==> config.mk <==
export PLATFORM = sky130hd
export DESIGN_NAME = ibis_tmds_decoder
export DESIGN_NICKNAME = d
export VERILOG_FILES = /design/src/rtl/ibis_tmds_decoder.sv
export SDC_FILE = /design/constraint.sdc
export NUM_CORES = 1
export LEC_CHECK = 0
export CORE_ASPECT_RATIO = 1.1
export CORE_UTILIZATION = 49
export DETAILED_ROUTE_END_ITERATION = 6
export PLACE_DENSITY = 0.75
export SETUP_SLACK_MARGIN = 0.4
export SYNTH_ARGS = -nofsm -noshare
export SYNTH_HDL_FRONTEND = slang
export SYNTH_SLANG_ARGS = --single-unit
==> constraint.sdc <==
create_clock -name clock -period 1.8 [get_ports clock]
set_input_delay 0.27 -clock clock [delete_from_list [all_inputs] [get_ports clock]]
set_output_delay 0.27 -clock clock [all_outputs]
set_load 0.05 [all_outputs]
==> src/rtl/ibis_tmds_decoder.sv <==
// rtl/ibis_tmds_decoder.sv - TMDS receive decoder with control-token word alignment and bitslip request.
// Optional disparity error counter: define IBIS_TMDS_DECODER_ERROR_COUNT_EN.
module ibis_tmds_decoder #(
  parameter int LOCK_TOKENS   = 8,
  parameter int SEARCH_WINDOW = 4096,
  parameter int SLIP_SETTLE   = 16
) (
  input  logic       clock,
  input  logic       reset,
  input  logic       enable,
  input  logic [9:0] in_parallel,
`ifdef IBIS_TMDS_DECODER_ERROR_COUNT_EN
  input  logic        error_clear,
  output logic [15:0] error_count,
`endif
  output logic [7:0] data,
  output logic       data_enable,
  output logic [1:0] control,
  output logic       aligned,
  output logic       bitslip,
  output logic [1:0] debug_state
);

  localparam int RUN_W = $clog2(LOCK_TOKENS + 1);
  localparam int WIN_W = $clog2(SEARCH_WINDOW + 1);
  localparam int SET_W = $clog2(SLIP_SETTLE + 1);

  localparam logic [RUN_W-1:0] RUN_FULL = RUN_W'(LOCK_TOKENS);
  localparam logic [RUN_W-1:0] RUN_LAST = RUN_W'(LOCK_TOKENS - 1);
  localparam logic [WIN_W-1:0] WIN_LAST = WIN_W'(SEARCH_WINDOW - 1);
  localparam logic [SET_W-1:0] SET_LAST = SET_W'(SLIP_SETTLE - 1);

  typedef enum logic [1:0] {
    ST_SEARCH = 2'd0,
    ST_SETTLE = 2'd1,
    ST_LOCKED = 2'd2
  } state_t;

  state_t            state, state_nxt;
  logic [RUN_W-1:0]  run_cnt, run_nxt;
  logic [WIN_W-1:0]  win_cnt, win_nxt;
  logic [SET_W-1:0]  set_cnt, set_nxt;
  logic              slip_nxt;
  logic              is_token;
  logic [1:0]        tok_ctl;
  logic [7:0]        dec_d;
  logic [7:0]        dec_byte;
  logic              qualify;

  always_comb begin
    is_token = 1'b1;
    tok_ctl  = 2'b00;
    case (in_parallel)
      10'b1101010100: tok_ctl = 2'b00;
      10'b0010101011: tok_ctl = 2'b01;
      10'b0101010100: tok_ctl = 2'b10;
      10'b1010101011: tok_ctl = 2'b11;
      default:        is_token = 1'b0;
    endcase
  end

  // Undo the optional inversion, then the XOR/XNOR transition chain.
  always_comb begin
    dec_d       = in_parallel[9] ? ~in_parallel[7:0] : in_parallel[7:0];
    dec_byte    = 8'h00;
    dec_byte[0] = dec_d[0];
    for (int i = 1; i < 8; i++) begin
      dec_byte[i] = in_parallel[8] ? (dec_d[i] ^ dec_d[i-1]) : ~(dec_d[i] ^ dec_d[i-1]);
    end
  end

  // A run qualifies only on the word that brings the count up to LOCK_TOKENS.
  assign qualify = is_token && (state != ST_SETTLE) && (run_cnt == RUN_LAST);

  always_comb begin
    state_nxt = state;
    win_nxt   = win_cnt + 1'b1;
    set_nxt   = '0;
    slip_nxt  = 1'b0;
    if (state == ST_SETTLE) begin
      run_nxt = '0;
    end else if (is_token) begin
      run_nxt = (run_cnt == RUN_FULL) ? RUN_FULL : run_cnt + 1'b1;
    end else begin
      run_nxt = '0;
    end
    case (state)
      ST_SEARCH: begin
        if (qualify) begin
          state_nxt = ST_LOCKED;
          win_nxt   = '0;
        end else if (win_cnt == WIN_LAST) begin
          state_nxt = ST_SETTLE;
          win_nxt   = '0;
          run_nxt   = '0;
          slip_nxt  = 1'b1;
        end
      end
      ST_SETTLE: begin
        win_nxt = '0;
        if (set_cnt == SET_LAST) begin
          state_nxt = ST_SEARCH;
        end else begin
          set_nxt = set_cnt + 1'b1;
        end
      end
      ST_LOCKED: begin
        if (qualify) begin
          win_nxt = '0;
        end else if (win_cnt == WIN_LAST) begin
          state_nxt = ST_SEARCH;
          win_nxt   = '0;
        end
      end
      default: begin
        state_nxt = ST_SEARCH;
        win_nxt   = '0;
        run_nxt   = '0;
      end
    endcase
  end

  always_ff @(posedge clock) begin
    if (reset) begin
      state       <= ST_SEARCH;
      run_cnt     <= '0;
      win_cnt     <= '0;
      set_cnt     <= '0;
      bitslip     <= 1'b0;
      data        <= 8'h00;
      data_enable <= 1'b0;
      control     <= 2'b00;
    end else begin
      bitslip <= enable & slip_nxt;
      if (enable) begin
        state   <= state_nxt;
        run_cnt <= run_nxt;
        win_cnt <= win_nxt;
        set_cnt <= set_nxt;
        if (is_token) begin
          data_enable <= 1'b0;
          control     <= tok_ctl;
        end else begin
          data_enable <= 1'b1;
          data        <= dec_byte;
        end
      end
    end
  end

  assign aligned     = (state == ST_LOCKED);
  assign debug_state = state;

`ifdef IBIS_TMDS_DECODER_ERROR_COUNT_EN
  logic signed [4:0] run_disp;
  logic signed [4:0] disp_sat;
  logic [15:0]       err_cnt;
  logic              disp_err;
  int                disp_sum;

  always_comb begin
    disp_sum = int'(run_disp) + 2 * $countones(in_parallel) - 10;
    disp_err = (disp_sum > 8) || (disp_sum < -8);
    if (disp_sum > 15) begin
      disp_sat = 5'(15);
    end else if (disp_sum < -16) begin
      disp_sat = 5'(-16);
    end else begin
      disp_sat = 5'(disp_sum);
    end
  end

  always_ff @(posedge clock) begin
    if (reset) begin
      run_disp <= '0;
      err_cnt  <= 16'h0000;
    end else if (enable) begin
      run_disp <= is_token ? 5'sd0 : disp_sat;
      if (error_clear) begin
        err_cnt <= 16'h0000;
      end else if (!is_token && (state == ST_LOCKED) && disp_err && (err_cnt != 16'hFFFF)) begin
        err_cnt <= err_cnt + 16'd1;
      end
    end
  end

  assign error_count = err_cnt;
`endif

endmodule

## Word-level counts from Yosys, hierarchy flattened

Cells that the tools add are included.

- Input port bits: 13
- Word-level logic and storage cells: 83
- Register bits: 36
- Output and inout port bits: 15

- Reduce and logical (&&, ||, !) cells: 9
- Bitwise logic cells: 17
- $add $sub $neg: 3
- Muxes and demuxes: 31
- Eq/ne operators: 15

Operator list:

| cell | count |
|---|---|
| $mux 13 | 3 |
| $eq 10x10->1 const B | 2 |
| $mux 4 | 5 |
| $add 13x1->13 const B | 1 |
| $eq 13x12->1 const B | 1 |
| $mux 1 | 12 |
| $pmux 2 s3 | 2 |
| $eq 10x8->1 const B | 1 |
| $eq 10x9->1 const B | 1 |
| $mux 2 | 5 |
| $mux 5 | 2 |
| $mux 8 | 1 |
| $not 1->1 | 8 |
| $not 8->8 | 1 |
| $pmux 4 s2 | 1 |
| $xor 1x1->1 | 7 |
| $ne 2x1->1 const B | 3 |
| $add 5x1->5 const B | 1 |
| $eq 5x4->1 const B | 1 |
| $reduce_and 5->1 | 1 |
| $add 4x1->4 const B | 1 |
| $eq 4x3->1 const B | 1 |
| $eq 4x4->1 const B | 1 |
| $reduce_and 2->1 | 2 |
| other kinds (9) | 11 |

## Depth between registers and ports, before layout

Gate-level depths: netlist of the first run.

- Word-level depth: 8
- Mapped depth: 8
- Mapped depth without buffers: 7

## Worst setup path after synthesis of the first run

Ideal clock, no wire load.

- Path kind: register to register
- Start point: register state[1] (netlist: debug_state[1])
- End point: register win_cnt[10]
- Required time: 1,741 ps
- Stages on the path, launching flop included: 7
- Path slack: -461 ps
- Period minus slack after synthesis: 2,261 ps
- Arrival: 2,203 ps
- Path buffers: 1
- Library setup time: 59 ps
- Cells stage by stage: dfxtp_1 -> ha_1 -> nor2_1 -> or3_1 -> buf_2 -> o31ai_1 -> a22o_1

- Elaborated cells on any way between the ends: 8
- Classes of those cells: eq/ne: 2; mux: 2; reduce/logical: 4

RTL lines:

| what | line | text |
|---|---|---|
| from (decl) | 39 | `state_t state, state_nxt;` |
| from (signal assigned) | 136 | `state <= state_nxt;` |
| $eq 2x2->1 | - |  |
| via aligned | 19 | `output logic aligned,` |
| $reduce_or 2->1 (no source line) | - |  |
| $mux 13 | - |  |
| to (signal assigned) | 138 | `win_cnt <= win_nxt;` |
| to (decl) | 41 | `logic [WIN_W-1:0] win_cnt, win_nxt;` |

The timed path passes the listed nets, and every way through them passes these cells.
A chain may end at the register's enable or synchronous reset.

## Worst setup path in the final report of the first run

- Start point: register win_cnt[0]
- End point: register state[1] (netlist: debug_state[1])

- Cells in the longest elaborated chain, start to end: 3
- Elaborated cells on any way between the ends: 4
- Classes of those cells: eq/ne: 3; reduce/logical: 1

Ends and longest elaborated chain:

| what | line |
|---|---|
| $eq 13x12->1 * | 92, 110 |
| $ne 3x3->1 (no source line) / $ne 2x1->1 (equally long branches) | - |
| $reduce_and 5->1 (no source line) * | - |

Mark *: on every way between the ends. The rest lies on a longest branch, timed or not.

==> impl_results.md, run 1 <==
* Max cap viols at 0
* Critical Path RT at 1.98 ns
* Dpl ws at -0.4343 ns
* Overflow after GRT at 0
* DR vias at 2,315
* Post-DP HPWL at between 3000 and 4000 um
* Syn Inst Count at 243
* Worst Setup SP: win_cnt[0]
* H-tree Lvls at 2
* Layout area overhead at 66.44%
* Share of the synthesized area in the top cell type at 34.89%
* Mapped Avg Cell Area at ~8.5 um2
* CTS max path bufs at 2
* Clock share of power at 40.3%
* RSZ-0062 raised after global routing: yes
* Kind of critical path: register to register
* PortBufs at 27
* Final period utilization at roughly 98%
* Fmax at 0.5678 GHz
* Fin. Hold Viols at 0
* Pleak at 1.323 nW
* Clock Sinks at 36
* # fillers at 190
* PwrDens at 579.5 nW/um2
* Ant. Diodes at 0
* CP Data Arrival Time at 1.94 ns
* Mapped cell area at 2066 um2
* Row cnt at 24
* Final WL at 7852 um
* Maximum vdd drop at 576.1 uV
* Tmin final at roughly 1.8 ns
* Initial antenna violation count at 0
* Count of hold-fix buffers inserted at cts at 0
* Area of the die at 4480 um2
* CTS tree: yes
* Cell count after placement at 343
* Top cells by area, synth: dfxtp_1 35%, ha_1 6.1%, mux2i_1 3.9%
* Nets at 348
* Synth Warn # at 0
* Drt via density at 6.124
* First-iteration detailed-routing DRC count at 157
* Psw at 0.5378 mW
* P_int at 1.455 mW
* Startpoint types: register
* DRT Pass-1 Iters at 4
* R2r setup slk at 0.04 ns
* Register area share after synthesis at 34.89%
* Reg2reg path depth at 6
* Logic pwr share at a little under a fifth
* First-pass GRT wire length at approximately 9400 um
* Crit. End Element: register
* FF-to-FF Start: win_cnt[0]
* Skew-Pair Late Insertion Delay at 0.30 ns
* Status: complete, no violations
* Worst setup slack after layout at a little under 0.04 ns
* Clk pin slew, worst setup/hold paths at approximately 0.08 ns
* Hold Path Class: primary input to register
* Core area at between 3000 and 4000 um2
* Post-synth top area cell: dfxtp_1
* Final Max Tran Viols at 0
* Hold WS at 0.4711 ns
* Largest fanout on the critical path at 3
* Tot GR Track Use at between 20% and 30%
* TritonCTS Buffers at 5
* Starting density of the core at around half
* Die width at 63.91 um
* Syn nets at 266
* IO Count at 28
* Number of remaining DRC errors at 0
* Distinct cells, synth at 53
* Final setup viols at 0
* Final clock skew at 0.007973 ns
* Worst-Margin Slew at 0.4819 ns
* Layout cells sized above 1 at 52.45%
* Slew HR at between 60% and 70%
* ANT nets after route at 0
* Die Height at 70.10 um
* Total power at ~2.0 mW
* Sequential share of power at 41.5%
* Vias in the first global route at between 2,000 and 2,500
* Largest net degree at the start of global routing at 33
* Switching fraction of total power at 26.99%
* Routed wire per std cell at 20.77 um
* Routability Congestion at 0.9127
* Critical Path Sink: debug_state[1]
* Clk root buf: clkbuf_8
* Final non-filler cell total at about 380
* RR Endpoint: debug_state[1]
* Fin Setup TNS at 0 ns
* Flops & latches, synth at 36
[cell families (layout without fill, tap and decap cells)]
group	after synthesis	after routing	synth area share, %
simple gates	95	95	25.56
compound gates	53	53	17.63
flops	36	36	34.89
buf+inv	25	108	5.087
xor+xnor	15	15	6.360
fa+ha+maj	10	10	6.057
mux	9	9	4.422
[synthesized netlist by cell type, drive strengths merged]
cell / n
o31ai: 4
nor2b: 2
a31oi: 6
a32oi: 1
or2: 4
ha: 10
a221oi: 2
o211ai: 2
a2111oi: 1
or4: 1
nor3b: 2
nor4: 2
a221o: 1
and4bb: 3
nand2b: 2
inv: 12
nand4: 11
nor2: 21
a21oi: 14
nor4b: 2
xor2: 7
buf: 5
clkbuf: 8
nand4b: 1
dfxtp: 36
and2: 2
o21ai: 10
mux2: 1
a211o: 2
nand3b: 1
xnor2: 8
nand2: 18
or3: 3
o2111ai: 2
a22o: 2
and3: 1
a211oi: 3
mux2i: 8
a21o: 2
a41oi: 1
nor3: 6
nand3: 13
[power by group through the flow]
| stage | clock, mW | sequential [mW] | combinational [mW] |
|---|---|---|---|
| after floorplan | 0 | 0.912 | 0.123 |
| after global placement | 0 | 0.849 | 0.307 |
| after detailed placement | 0 | 0.850 | 0.312 |
| after CTS | 0.796 | 0.830 | 0.320 |
| after global routing | 0.825 | 0.828 | 0.382 |
| final | 0.802 | 0.827 | 0.364 |
[metal layers]
| layer | global-route usage [%] | routed length, um | up-vias |
|---|---|---|---|
| met5 | 0 | 0 | - |
| met4 | 14.65 | 469 | 0 |
| met3 | 6.536 | 331 | 42 |
| met2 | 50.47 | 4046 | 89 |
| met1 | 28.86 | 3005 | 1138 |
| li1 | - | - | 1046 |
[worst min-delay path by stage]
| stage | start | to | slack (ns) | depth (start not counted) |
|---|---|---|---|---|
| 5_1_grt | set_cnt[1] | set_cnt[1] | 0.52 | 2 |
| 2_1_floorplan | enable | bitslip | 0.42 | 2 |
| 3_5_place_dp | data_enable | data_enable | 0.46 | 2 |
| 3_3_place_gp | data_enable | data_enable | 0.45 | 2 |
| 6_report | in_parallel[3] | data[4] | 0.47 | 5 |
| 4_1_cts | in_parallel[0] | data[0] | 0.45 | 5 |
[area by class of cell]
cell class / count / area [um2] / area share (%)
Inverter: 12 / 52.55 / 1.528
Timing Repair Buffer: 88 / 803.3 / 23.36
Tap cell: 52 / 65.06 / 1.892
Clock buffer: 7 / 96.34 / 2.802
Multi-Input combinational cell: 182 / 1635 / 47.56
Sequential cell: 36 / 755.7 / 21.98
Clock inverter: 1 / 30.03 / 0.8734
[cell usage in the layout (no fill, tap or decap), types with 3 or more instances in the layout]
cell / n
a31oi_1: 5
mux2i_1: 7
or3_4: 3
dfxtp_2: 4
nand3_1: 6
o21ai_2: 3
buf_6: 10
xnor2_1: 8
nand3_2: 5
nor2_1: 16
nand2_1: 15
clkdlybuf4s50_1: 3
inv_1: 7
dfxtp_4: 8
o21ai_1: 4
buf_12: 3
nor3_1: 5
ha_4: 7
clkdlybuf4s15_2: 8
clkbuf_2: 9
inv_4: 3
dfxtp_1: 24
clkbuf_8: 7
a21oi_1: 12
o21ai_0: 3
nand4_1: 10
xor2_1: 7
nor2_4: 3
buf_4: 48
[state kept, by name, indices dropped and copies added, names as in the netlist]
name / flops
control: 2
data: 8
data_enable: 1
set_cnt: 5
win_cnt: 13
debug_state: 2
run_cnt: 4
bitslip: 1
[metrics by stage]
step                cell area, um2  utilization [%]
global placement              2743            68.67
finish                        3438            86.09
global route                  3438            86.09
CTS                           3146            78.76
detailed placement            2743            68.67
floorplan                     2228                -
[worst max-delay path: stages, from the launching register on]
cell	delay [ns]
dfxtp_4	0.37
ha_4	0.14
nand4_1	0.17
or2_1	0.30
or3_4	0.41
o21ai_2	0.16
a221oi_2	0.09
[repair_timing]
| item | in CTS | in global routing |
|---|---|---|
| pin swaps | 30 | 30 |
| endpoints found under the setup margin | 47 | 40 |
| resized for setup | 92 | 68 |
| buffers inserted | 9 | 16 |
| gates cloned | 2 | 0 |
Note: power is estimated with default switching activity, not from simulation.
==> run 2, diff against run 1 <==
- TNS_END_PERCENT: default -> 50
==> impl_results.md, run 2 (same netlist as run 1, synthesis figures left out) <==
* Status: complete, no violations
* Max reg flops at 13 (unchanged)
* Clk root buf: clkbuf_8
* Total power at 1.726 mW (-13%)
* PortBufs at 27 (unchanged)
* Row cnt at 24 (unchanged)
* Layout cells sized above 1 at 39.74% (-13 points)
* Starting density of the core at 51.72% (unchanged)
* Final WL at 5765 um (-27%)
* Largest fanout on the critical path at 5 (+2)
* Number of remaining DRC errors at 0 (unchanged)
* First-iteration detailed-routing DRC count at 117 (-25%)
* First-pass GRT wire length at 9404 um (unchanged)
* Worst-Margin Slew at 0.5174 ns (+0.03546 ns)
* Critical Path RT at 1.99 ns (about the same)
* Final setup viols at 0 (unchanged)
* DR vias at 2,066 (-11%)
* Fin Setup TNS at 0 ns (unchanged)
* IO Count at 28 (unchanged)
* Vias in the first global route at 2,077 (+2.3%)
* H-tree Lvls at 2 (unchanged)
* Initial antenna violation count at 0 (unchanged)
* Most frequent cells in the layout: 37 x buf_4, 26 x dfxtp_1, 17 x nor2_1
* Ant. Diodes at 0 (unchanged)
* Startpoint types: primary input
* PwrDens at 562.3 nW/um2 (-3.0%)
* Crit. End Element: register
* Overflow after GRT at 0 (unchanged)
* Worst setup slack after layout at 0.1241 ns (+0.08517 ns)
* Fmax at 0.5967 GHz (+5.1%)
* Sequential share of power at 48.0% (+6.5 points)
* Final clock skew at 0.006167 ns (-0.001806 ns)
* CP Data Arrival Time at 1.87 ns (-0.07 ns)
* Max cap viols at 0 (unchanged)
* Final Max Tran Viols at 0 (unchanged)
* Clk pin slew, worst setup/hold paths at 0.07 ns (about the same)
* Tot GR Track Use at 26.45% (-1.3 points)
* Psw at 0.4729 mW (-12%)
* Count of hold-fix buffers inserted at cts at 0 (unchanged)
* Hold Path Class: register to register
* TritonCTS Buffers at 5 (unchanged)
* Routed wire per std cell at 16.06 um (-23%)
* CTS max path bufs at 2 (unchanged)
* Hold WS at 0.4675 ns (-0.003588 ns)
* Kind of critical path: primary input to register
* Maximum vdd drop at 334.7 uV (-42%)
* Skew-Pair Late Insertion Delay at 0.28 ns (-0.02 ns)
* Slew HR at 65.45% (-2.5 points)
* Routability Congestion at 0.8281 (-9.3%)
* Switching fraction of total power at 27.39% (+0.40 points)
* Clock share of power at 34.5% (-5.8 points)
* Die width at 63.91 um (unchanged)
* CTS tree: yes
* Area of the die at 4480 um2 (unchanged)
* Fin. Hold Viols at 0 (unchanged)
* Die Height at 70.10 um (unchanged)
* P_int at 1.253 mW (-14%)
* Final period utilization at 93.11% (-4.7 points)
* Largest net degree at the start of global routing at 21 (-36%)
* Tmin final at 1.676 ns (-0.08517 ns)
* RSZ-0062 raised after global routing: yes
* Biggest register: win_cnt
* Nets at 329 (-5.5%)
* Clock Sinks at 36 (unchanged)
* ANT nets after route at 0 (unchanged)
* Core area at 3994 um2 (unchanged)
* Dpl ws at -0.4423 ns (-0.008009 ns)
* Largest regs: win_cnt: 13 flops, data: 8 flops, set_cnt: 5 flops
* Layout area overhead at 48.64%
* Post-DP HPWL at 3665 um (-4.4%)
* # fillers at 271 (+43%)
* Most common cell after layout, fill and taps aside: buf_4
* Pleak at 1.285 nW (-2.8%)
* Logic pwr share at 17.5% (-0.8 points)
* Drt via density at 5.755 (-6.0%)
* DRT Pass-1 Iters at 4 (unchanged)
run 2: changes by cell type in the layout (fill, tap and decap cells not counted), sizes merged:
cell,before,now
clkbuf,16,8
bufinv,1,0
clkdlybuf4s50,3,4
clkdlybuf4s15,9,7
dlymetal6s2s,0,8
dlygate4sd2,0,2
buf,67,48
run 2: timing repair:
action,in CTS,in global routing
gates cloned,0,0
pin swaps,30,19
setup buffers,8,3
endpoints found under the setup margin,43,44
gates resized for setup,65,31
hold endpoints to repair,0,0
run 2: layout make-up:
type	count	area (um2)	share of cell area [%]
flip-flops and latches	36	745.7	24.29
repair buffers	69	616.8	20.09
clock buffers	8	90.09	2.934
inverters	12	50.05	1.630
well taps	52	65.06	2.119
multi-input cells	182	1503	48.94
run 2: per-stage QoR:
step	util [%]	std cells	area, um2
after floorplan	-	243	2207
final	76.88	359	3070
after detailed placement	67.04	340	2678
after CTS	74.06	356	2958
after global routing	76.88	359	3070
after global placement	67.04	340	2678
run 2: metal layers:
metal  part of all wire, %  GRT usage, %
met1                    41         30.64
met2                    53         47.75
met3                   3.2         4.902
met4                   2.8         9.091
met5                     0             0
run 2: worst max-delay path, cell delays in order:
cell and delay (ns):
clkdlybuf4s15_2 0.20, ha_2 0.16, and4bb_2 0.27, nand2_4 0.09
a211o_4 0.35, a211o_1 0.28, a221oi_2 0.24
run 2: power by group through the flow:
stage          Sequential [mW]  Clock (mW)  Combinational [mW]
5_1_grt                  0.831       0.637               0.324
3_5_place_dp             0.850           0               0.298
2_1_floorplan            0.912           0               0.121
4_1_cts                  0.831       0.604               0.299
6_report                 0.829       0.596               0.301
3_3_place_gp             0.849           0               0.294
run 2: worst paths after layout:
kind                  startpoint              to  slack (ns)  depth (start not counted)
setup / recovery  in_parallel[0]  debug_state[1]        0.12                          7
hold / removal       data_enable     data_enable        0.47                          2
setup reg to reg      run_cnt[1]  debug_state[1]        0.14                          5
hold reg to reg      data_enable     data_enable        0.47                          2
==> run 3, diff against run 2 <==
- CTS_CLUSTER_SIZE: default -> 30
- RECOVER_POWER: default -> 100
- SKIP_CTS_REPAIR_TIMING: default -> 1
==> impl_results.md, run 3 (same netlist as run 1, synthesis figures left out) <==
* Post-route design area at 2985 um2 (-2.8%)
* Layout cells sized above 1 at 31.46% (-8.3 points)
* Reg2reg path depth at 8 (+3)
* Met2 Resource Use GR at 42.43% (-5.3 points)
* PwrDens at 580.8 nW/um2 (+3.3%)
* CTS tree: yes
* Placement Cell Area at 2678 um2 (unchanged)
* Layout area overhead at 44.52%
* Critical Path RT at 2.01 ns (+0.02 ns)
* Final setup viols at 0 (unchanged)
* Total power at 1.734 mW (+0.43%)
* Met3 Use GR at 4.412% (-0.49 points)
* Global Route met1 Usage at 27.47% (-3.2 points)
* Clock Sinks at 36 (unchanged)
* RR Endpoint: run_cnt[3]
* DR vias at 2,026 (-1.9%)
* Most frequent cells in the layout: 30 x buf_4, 26 x dfxtp_1, 19 x nor2_1
* # fillers at 289 (+6.6%)
* Tmin final at 1.718 ns (+0.04217 ns)
* Fin Setup TNS at 0 ns (unchanged)
* Vias in the first global route at 1,922 (-7.5%)
* Cell count after placement at 340 (unchanged)
* First-iteration detailed-routing DRC count at 91 (-22%)
* Crit. End Element: register
* Largest fanout on the critical path at 4 (-1)
* TritonCTS Buffers at 5 (unchanged)
* Max reg flops at 13 (unchanged)
* First-pass GRT wire length at 8369 um (-11%)
* Critical Path Sink: run_cnt[3]
* Final Max Tran Viols at 0 (unchanged)
* Skew-Pair Late Insertion Delay at 0.28 ns (about the same)
* Slew HR at 60.71% (-4.7 points)
* FF-to-FF Start: win_cnt[1]
* Ant. Diodes at 0 (unchanged)
* CP Data Arrival Time at 1.93 ns (+0.06 ns)
* Startpoint types: register
* Status: complete, no violations
* Fin. Hold Viols at 0 (unchanged)
* Largest regs: win_cnt: 13 flops, data: 8 flops, set_cnt: 5 flops
* Row cnt at 24 (unchanged)
* Hold WS at 0.4334 ns (-0.03407 ns)
* Max cap viols at 0 (unchanged)
* Routed wire per std cell at 15.39 um (-4.1%)
* Hold Path Class: primary input to register
* Largest net degree at the start of global routing at 21 (unchanged)
* Final WL at 5449 um (-5.5%)
* Final period utilization at 95.45% (+2.3 points)
* DRT Pass-1 Iters at 5 (+1)
* Nets at 324 (-1.5%)
* Overflow after GRT at 0 (unchanged)
* Post-DP HPWL at 3665 um (unchanged)
* Routability Congestion at 0.8281 (unchanged)
* R2r setup slk at 0.08 ns (-0.06 ns)
* Dpl ws at -0.4423 ns (unchanged)
* Pleak at 1.164 nW (-9.4%)
* Starting density of the core at 51.72% (unchanged)
* GRT busiest layer: met2
* RSZ-0062 raised after global routing: yes
* Die width at 63.91 um (unchanged)
* Final non-filler cell total at 354 (-1.4%)
* ANT nets after route at 0 (unchanged)
* Biggest register: win_cnt
* Clk root buf: clkbuf_8
* Final clock skew at 0.003446 ns (-0.002721 ns)
* Tot GR Track Use at 23.43% (-3.0 points)
* H-tree Lvls at 2 (unchanged)
* Layout Utilization at 74.75% (-2.1 points)
* Die Height at 70.10 um (unchanged)
* Initial antenna violation count at 0 (unchanged)
* Most common cell after layout, fill and taps aside: buf_4
* Worst Setup SP: win_cnt[1]
* Worst-Margin Slew at 0.5918 ns (+0.07449 ns)
* Drt via density at 5.723 (-0.55%)
* Hold path cells at 4 (+2)
* Number of remaining DRC errors at 0 (unchanged)
* Clk pin slew, worst setup/hold paths at 0.07 ns (about the same)
* Worst setup slack after layout at 0.08193 ns (-0.04217 ns)
* Maximum vdd drop at 300.2 uV (-10%)
* Core area at 3994 um2 (unchanged)
* Kind of critical path: register to register
* CTS max path bufs at 2 (unchanged)
* IO Count at 28 (unchanged)
* Area of the die at 4480 um2 (unchanged)
* Fmax at 0.5820 GHz (-2.5%)
* PortBufs at 27 (unchanged)
## run 3: changes by cell type in the layout (fill, tap and decap cells not counted), sizes merged
cell	previous run	this run
buf	48	34
clkbuf	8	15
clkdlybuf4s15	7	0
clkdlybuf4s50	4	14
dlygate4sd2	2	0
dlygate4sd3	0	1
## run 3: worst min path at each step
stage	from	end	slack (ns)
final	in_parallel[7]	data[7]	0.43
after global routing	in_parallel[7]	data[7]	0.49
after CTS	data_enable	data_enable	0.47
after detailed placement	data_enable	data_enable	0.46
after global placement	data_enable	data_enable	0.46
after floorplan	enable	bitslip	0.42
## run 3: final cells by class
cell class	count	area [um2]	area share [%]
Timing Repair Buffer	64	549.3	18.40
Tap cell	52	65.06	2.179
Inverter	12	50.05	1.676
Sequential cell	36	748.2	25.06
Clock buffer	8	90.09	3.018
Multi-Input combinational cell	182	1483	49.66
## run 3: power by group
group | switching, mW | internal, mW
sequential | 0.0165 | 0.813
combinational | 0.173 | 0.131
clock | 0.287 | 0.313
total | 0.477 | 1.26
## run 3: critical path, stage by stage (launching register included)
cell      delay (ns)
dfxtp_4         0.37
ha_4            0.16
nand4_1         0.11
clkbuf_1        0.17
nor4_4          0.05
buf_4           0.17
a221oi_4        0.31
o31ai_1         0.14
a31oi_1         0.17
## run 3: layer usage
layer	part of all wire [%]	up-vias
li1	-	1000
met1	43	970
met2	52	44
met3	3.4	12
met4	1.9	0
met5	0	-
